$ cat src/rtl/add_pipe_lanes.sv
// Multi-lane add/subtract pipeline with wrap/saturate modes, per-lane
// overflow flags, valid/ready handshake, global stall and synchronous flush.
module add_pipe_lanes #(
  parameter int unsigned W      = 8,
  parameter int unsigned LANES  = 4,
  parameter int unsigned STAGES = 2
) (
  input  logic                 clk,
  input  logic                 rst_n,
  input  logic                 flush_i,
  input  logic                 in_valid_i,
  output logic                 in_ready_o,
  input  logic [1:0]           mode_i,
  input  logic [LANES*W-1:0]   a_i,
  input  logic [LANES*W-1:0]   b_i,
  output logic                 out_valid_o,
  input  logic                 out_ready_i,
  output logic [LANES*W-1:0]   y_o,
  output logic [LANES-1:0]     ovf_o,
  output logic [15:0]          beat_cnt_o
);

  // mode_i[1]: 0 = add, 1 = sub; mode_i[0]: 0 = wrap, 1 = saturate
  logic [LANES*W-1:0] res_y;
  logic [LANES-1:0]   res_ovf;

  logic [STAGES-1:0]  vld_q, vld_d;
  logic [LANES*W-1:0] y_q   [STAGES];
  logic [LANES-1:0]   ovf_q [STAGES];
  logic [15:0]        cnt_q, cnt_d;
  logic               adv;

  logic [W:0]   sum_w, dif_w;
  logic [W-1:0] lane_y;
  logic         lane_ovf;

  // Per-lane arithmetic feeding stage 1
  always_comb begin
    res_y    = '0;
    res_ovf  = '0;
    sum_w    = '0;
    dif_w    = '0;
    lane_y   = '0;
    lane_ovf = 1'b0;
    for (int unsigned i = 0; i < LANES; i++) begin
      sum_w = {1'b0, a_i[i*W +: W]} + {1'b0, b_i[i*W +: W]};
      dif_w = {1'b0, a_i[i*W +: W]} - {1'b0, b_i[i*W +: W]};
      if (mode_i[1]) begin
        lane_ovf = dif_w[W];  // borrow out
        lane_y   = dif_w[W-1:0];
      end else begin
        lane_ovf = sum_w[W];  // carry out
        lane_y   = sum_w[W-1:0];
      end
      if (mode_i[0] && lane_ovf) begin
        lane_y = mode_i[1] ? '0 : '1;
      end
      res_y[i*W +: W] = lane_y;
      res_ovf[i]      = lane_ovf;
    end
  end

  // The whole pipe moves together whenever the output slot can drain
  assign adv        = out_ready_i | ~vld_q[STAGES-1];
  assign in_ready_o = adv;

  // Next-state valid bits and delivered-beat counter
  always_comb begin
    vld_d = vld_q;
    if (flush_i) begin
      vld_d = '0;
    end else if (adv) begin
      vld_d[0] = in_valid_i;
      for (int unsigned s = 1; s < STAGES; s++) begin
        vld_d[s] = vld_q[s-1];
      end
    end
    cnt_d = cnt_q + {15'd0, vld_q[STAGES-1] & out_ready_i};
  end

  // Stage registers; data may go stale behind a cleared valid bit
  always_ff @(posedge clk or negedge rst_n) begin
    if (!rst_n) begin
      vld_q <= '0;
      cnt_q <= '0;
      for (int unsigned s = 0; s < STAGES; s++) begin
        y_q[s]   <= '0;
        ovf_q[s] <= '0;
      end
    end else begin
      vld_q <= vld_d;
      cnt_q <= cnt_d;
      if (adv) begin
        y_q[0]   <= res_y;
        ovf_q[0] <= res_ovf;
        for (int unsigned s = 1; s < STAGES; s++) begin
          y_q[s]   <= y_q[s-1];
          ovf_q[s] <= ovf_q[s-1];
        end
      end
    end
  end

  assign out_valid_o = vld_q[STAGES-1];
  assign y_o         = y_q[STAGES-1];
  assign ovf_o       = ovf_q[STAGES-1];
  assign beat_cnt_o  = cnt_q;

endmodule

$ cat config.mk
export PLATFORM = sky130hd
export DESIGN_NAME = add_pipe_lanes
export DESIGN_NICKNAME = d
export VERILOG_FILES = /design/src/rtl/add_pipe_lanes.sv
export SDC_FILE = /design/constraint.sdc
export NUM_CORES = 1
export LEC_CHECK = 0
export ABC_AREA = 1
export ABC_CLOCK_PERIOD_IN_PS = 4300
export BUFFER_PORTS_ARGS = -buffer_cell sky130_fd_sc_hd__buf_2
export CORE_MARGIN = 5
export CORE_UTILIZATION = 35
export DETAILED_ROUTE_END_ITERATION = 7
export HOLD_SLACK_MARGIN = 0.12
export SYNTH_ARGS = -nofsm -noshare
export SYNTH_HDL_FRONTEND = slang
export SYNTH_SLANG_ARGS = --single-unit
export TNS_END_PERCENT = 20
$ cat constraint.sdc
create_clock -name clk -period 4.3 [get_ports clk]
set_input_delay 0 -clock clk [delete_from_list [all_inputs] [get_ports clk]]
set_output_delay 0 -clock clk [all_outputs]
set_load 0.01 [all_outputs]
* Word-level counts from Yosys, hierarchy flattened *
Cells that the tools add are included.

word-level totals
  output and inout bits = 54
  register bits = 90
  logic and storage cells = 38
  input bits = 71

cells by class
  bitwise operators = 3
  reductions and logical operators = 5
  multiplexer cells = 15
  $add $sub $neg = 9

operator list
  cell               count
  $mux 8             9
  $add 8x8->9        4
  $sub 8x8->9        4
  $add 16x1->16      1
  $logic_and 1x1->1  4
  $mux 1             4
  $mux 2             2
  $reduce_bool 2->1  1
  $and 1x1->1        1
  $not 1->1          1
  $or 1x1->1         1

* Longest topological paths before layout *
  word-level depth = 4
  mapped depth = 14
  mapped depth without buffers = 14

* Least setup slack after synthesis *
OpenSTA, ideal clock, no wires.

  path kind = reg2reg
  start = register vld_q[1]
  end = register cnt_q[14], in the netlist beat_cnt_o[14]
  slack = 2.578 ns
  arrival time = 1.597 ns
  buffers on the path = 0
  clock period less this slack = 1.722 ns
  cell stages (with the launch flop) = 13
  data required time = 4.175 ns
  setup time = 0.125 ns
  cell sequence = dfrtp_1 nand2_1 inv_1 ha_1 ha_1 nand3_2 nor2_4 nand3_2 nor2_4 nand2_2 nor2_4 nand3_2 xnor2_1

on the way
  longest elaborated chain between the ends = 2

ends and longest elaborated chain
  what                    line  RTL
  start, declared         27    logic [STAGES-1:0] vld_q, vld_d;
  start signal, assigned  91    vld_q <= vld_d;
  $and 1x1->1             78    cnt_d = cnt_q + {15'd0, vld_q[STAGES-1] & out_ready_i};
  $add 16x1->16           78
  named net cnt_d[14]     30    logic [15:0] cnt_q, cnt_d;
  end signal, assigned    92    cnt_q <= cnt_d;
  end, declared           30

The timed path passes the listed nets, and every way through them passes these cells.
A chain may end at the register's enable or synchronous reset.

* Final worst setup path *
  start = register vld_q[1]
  end = output in_ready_o

on the way
  longest elaborated chain between the ends = 2

ends and longest elaborated chain
  what           line  RTL
  $not 1->1      64    assign adv = out_ready_i | ~vld_q[STAGES-1];
  $or 1x1->1     64
  end, declared  12    output logic in_ready_o,

Every way passes these cells.

==> impl_results.rst <==
.. list-table::
   :header-rows: 1

   * - Metric
     - Value
   * - Hold_sp
     - a_i[24]
   * - CORE AREA
     - about 21000 µm²
   * - Post-synthesis sequential area ratio
     - between 30% and 40%
   * - Overall track demand over capacity in global routing
     - ~14%
   * - Main synth FF type
     - sky130_fd_sc_hd__dfrtp_1
   * - Pin count of the biggest net entering global routing
     - 56
   * - Top-count cell post-synth
     - sky130_fd_sc_hd__nand2_1
   * - Launching point of the worst reg2reg path
     - vld_q[1]
   * - Max Cap Viol
     - 0
   * - Library cell occupying the most area in the post-synthesis netlist
     - sky130_fd_sc_hd__dfrtp_1
   * - Capturing element type of the critical path
     - output port
   * - Share of the synthesized area in the top cell type
     - 30.7%
   * - Endpoint arrival time on the critical path
     - approximately 2400 ps
   * - Pre-CTS setup slack
     - approximately 2000 ps
   * - Clock latency on the worst-skew pair
     - 330 ps
   * - Leading post-synthesis cells by cell area
     - sky130_fd_sc_hd__dfrtp_1, sky130_fd_sc_hd__nand2_1, sky130_fd_sc_hd__ha_1
   * - Vias in the first global route
     - between 5000 and 6000
   * - Pwr per Cell Area
     - ~320 nW/µm²
   * - Initial cell density of the core
     - a little over a third
   * - Buffers added on ports
     - about 120
   * - Number of design rule violations left after detail routing
     - 0
   * - Die height
     - about 150 µm
   * - Setup Crit Path Kind
     - flip-flop to output port
   * - Max Clock Skew
     - 5.91 ps
   * - Signed area change from the synthesized netlist to the final layout
     - 12.7%
   * - Most instantiated cells after synthesis
     - sky130_fd_sc_hd__nand2_1, sky130_fd_sc_hd__inv_1, sky130_fd_sc_hd__nor2_1
   * - Number of antenna violations at the first check in global routing
     - 1
   * - Num CTS Buffers
     - 9
   * - Sort of element at the start of the critical path
     - flip-flop
   * - Die footprint
     - 23900 µm²
   * - Leakage
     - between 4 and 5 nW
   * - Min Hold Slack
     - between 100 and 150 ps
   * - EDFF count, synth
     - 0
   * - Detail-routed via count per cell
     - ~4.4
   * - Number of warnings printed during yosys synthesis
     - 0
   * - Worst VDD drop
     - 180 µV
   * - Worst min path class
     - input pin to flip-flop
   * - Library cells used by synthesis
     - 40
   * - Remaining max-slew budget at the tightest pin
     - 47.6%
   * - Setup violators final
     - 0
   * - Count of antenna-violating nets left after detailed routing
     - 0
   * - Worst setup path startpoint
     - vld_q[1]
   * - Placer's final routability congestion estimate
     - a little under 0.9
   * - Total negative slack
     - 0 ps
   * - H-tree depth reported by CTS
     - 3
   * - Routed Wire Length
     - about 17 mm
   * - Clk root buf
     - sky130_fd_sc_hd__clkbuf_16
   * - Detailed router's first-iteration violation count
     - 313
   * - Critical path peak fanout
     - 50
   * - Share of flip-flops with an asynchronous set or reset after synthesis
     - between 90% and 100%
   * - Total I/O pin count
     - roughly 130
   * - Clock period minus final worst setup slack
     - 2420 ps
   * - Minimum setup slack among reg-to-reg paths
     - 1990 ps
   * - Wire per inst
     - approximately 12 µm
   * - Overflow after GRT
     - 0
   * - Synthesized area per cell
     - about 7 µm²
   * - Via total after detailed routing
     - between 6000 and 7000
   * - Synthesized Nets
     - roughly 1200
   * - Clk sink count
     - 90
   * - Die width
     - about 150 µm
   * - Result of the run
     - complete, no violations
   * - Post-synthesis instance area
     - 7330 µm²
   * - Seq cells post-synth
     - 90
   * - Pin slew with the least headroom to its limit
     - between 700 and 800 ps
   * - Fin crit share
     - between 50 and 60%
   * - Post-synthesis cell count
     - around 1100
   * - Global Route met2 Usage
     - about a fifth
   * - Count of antenna diodes in the layout
     - 0
   * - Global Route met3 Usage
     - 2.04%
   * - First-pass GRT wire length
     - 28.4 mm
   * - Layout Nets
     - around 1300
   * - Final Max Slew Viols
     - 0
   * - Floorplan row count
     - 53
   * - DR pass1 iterations
     - 5
   * - RSZ-0062 raised after global routing
     - false
   * - Total power
     - roughly 2.7 mW
   * - Clock tree from TritonCTS
     - built
   * - Met1 track utilization from global routing
     - 21.2%
   * - HPWL after DPL
     - ~13 mm
   * - Global route hottest layer
     - met2
   * - Timing-limited maximum frequency
     - slightly above 400 MHz
   * - Share of final-layout standard cells stronger than drive strength 1
     - 17.6%
   * - Max Buffers Root-to-Sink
     - 2
   * - Crit path required time
     - 4300 ps
   * - Number of hold violations in the final report
     - 0
   * - Clock-pin slew on the worst setup and hold paths
     - approximately 60 ps
   * - Setup slack after layout
     - between 1500 and 2000 ps
[cells in the final DEF, fill, tap and decap left out, types with 5 or more instances in the layout]
cell	Yosys	routed
sky130_fd_sc_hd__a21oi_1	39	39
sky130_fd_sc_hd__a21oi_2	8	8
sky130_fd_sc_hd__and2_1	5	5
sky130_fd_sc_hd__buf_2	13	123
sky130_fd_sc_hd__buf_4	42	5
sky130_fd_sc_hd__clkbuf_16	0	9
sky130_fd_sc_hd__dfrtp_1	90	90
sky130_fd_sc_hd__dlygate4sd3_1	0	8
sky130_fd_sc_hd__fa_1	8	8
sky130_fd_sc_hd__ha_1	66	66
sky130_fd_sc_hd__inv_1	141	141
sky130_fd_sc_hd__inv_2	12	12
sky130_fd_sc_hd__nand2_1	356	356
sky130_fd_sc_hd__nand2_2	9	9
sky130_fd_sc_hd__nand3_1	61	61
sky130_fd_sc_hd__nand3_2	7	7
sky130_fd_sc_hd__nand4_1	13	13
sky130_fd_sc_hd__nor2_1	99	98
sky130_fd_sc_hd__nor2_4	5	6
sky130_fd_sc_hd__o21ai_0	15	15
sky130_fd_sc_hd__o21ai_1	6	6
sky130_fd_sc_hd__o21ai_2	5	5
sky130_fd_sc_hd__xor2_1	14	14
[stage by stage]
| step | std cells | cell area, µm² | utilization, % |
|---|---|---|---|
| after floorplan | 1052 | 7330 | - |
| after CTS | 1414 | 8270 | 39.7 |
| after global routing | 1414 | 8270 | 39.7 |
| after global placement | 1392 | 7910 | 38.0 |
| after detailed placement | 1392 | 7910 | 38.0 |
| final | 1414 | 8270 | 39.7 |
[final cells by class]
type	instances	area [µm²]
multi-input combinational	744	4080
timing repair buffer	136	733
clock buffer	11	233
clock inverter	3	42.5
tap	275	344
inverter	155	584
fill	2229	12600
sequential	90	2250
[final timing paths]
| kind | cells after the start | end |
|---|---|---|
| worst max-delay path | 6 | in_ready_o |
| worst min-delay path | 6 | y_q[56] |
| worst max register to register | 8 | y_q[48] |
| worst min register to register | 2 | y_o[17] |
| max in group asynchronous | 3 | y_o[12] |
| min in group asynchronous | 2 | beat_cnt_o[2] |
[logic make-up (layout without fill, tap and decap cells)]
group / count (synthesis) / in the layout / synth area share [%]
AO/OA/AOI/OAI: 79 / 79 / 6.19
flip-flops: 90 / 90 / 30.7
XOR/XNOR: 19 / 19 / 2.37
adder cells (fa/ha/maj): 74 / 74 / 13.4
buffers and inverters: 218 / 305 / 13.8
AND/OR/NAND/NOR: 572 / 572 / 33.5
[power breakdown]
| group | internal, mW | switching [mW] | total, mW |
|---|---|---|---|
| clock network | 0.443 | 0.297 | 0.740 |
| registers | 1.01 | 0.109 | 1.12 |
| logic | 0.319 | 0.504 | 0.823 |
| total | 1.77 | 0.911 | 2.68 |
[worst max-delay path, stage by stage, from the launching register on]
cell                      delay (ps)
sky130_fd_sc_hd__dfrtp_1         400
sky130_fd_sc_hd__inv_1           100
sky130_fd_sc_hd__nor2_4           30
sky130_fd_sc_hd__buf_4           250
sky130_fd_sc_hd__inv_2           630
sky130_fd_sc_hd__buf_4           440
sky130_fd_sc_hd__buf_2           210
[flip-flops by register name, summed over array words and instances, names as in the netlist]
| register | cells |
|---|---|
| beat_cnt_o | 16 |
| ovf_o | 4 |
| ovf_q | 4 |
| vld_q | 2 |
| y_o | 32 |
| y_q | 32 |
[what timing repair did]
item,CTS,global route
resized for setup,0,0
hold buffers,8,0
hold endpoints to repair,60,0
buffers inserted,0,0
[layer usage]
layer | vias up | routed length (µm)
li1 | 3357 | -
met1 | 2724 | 8710
met2 | 115 | 7070
met3 | 11 | 680
met4 | 2 | 131
met5 | - | 7
(Power assumes the default switching activity.)
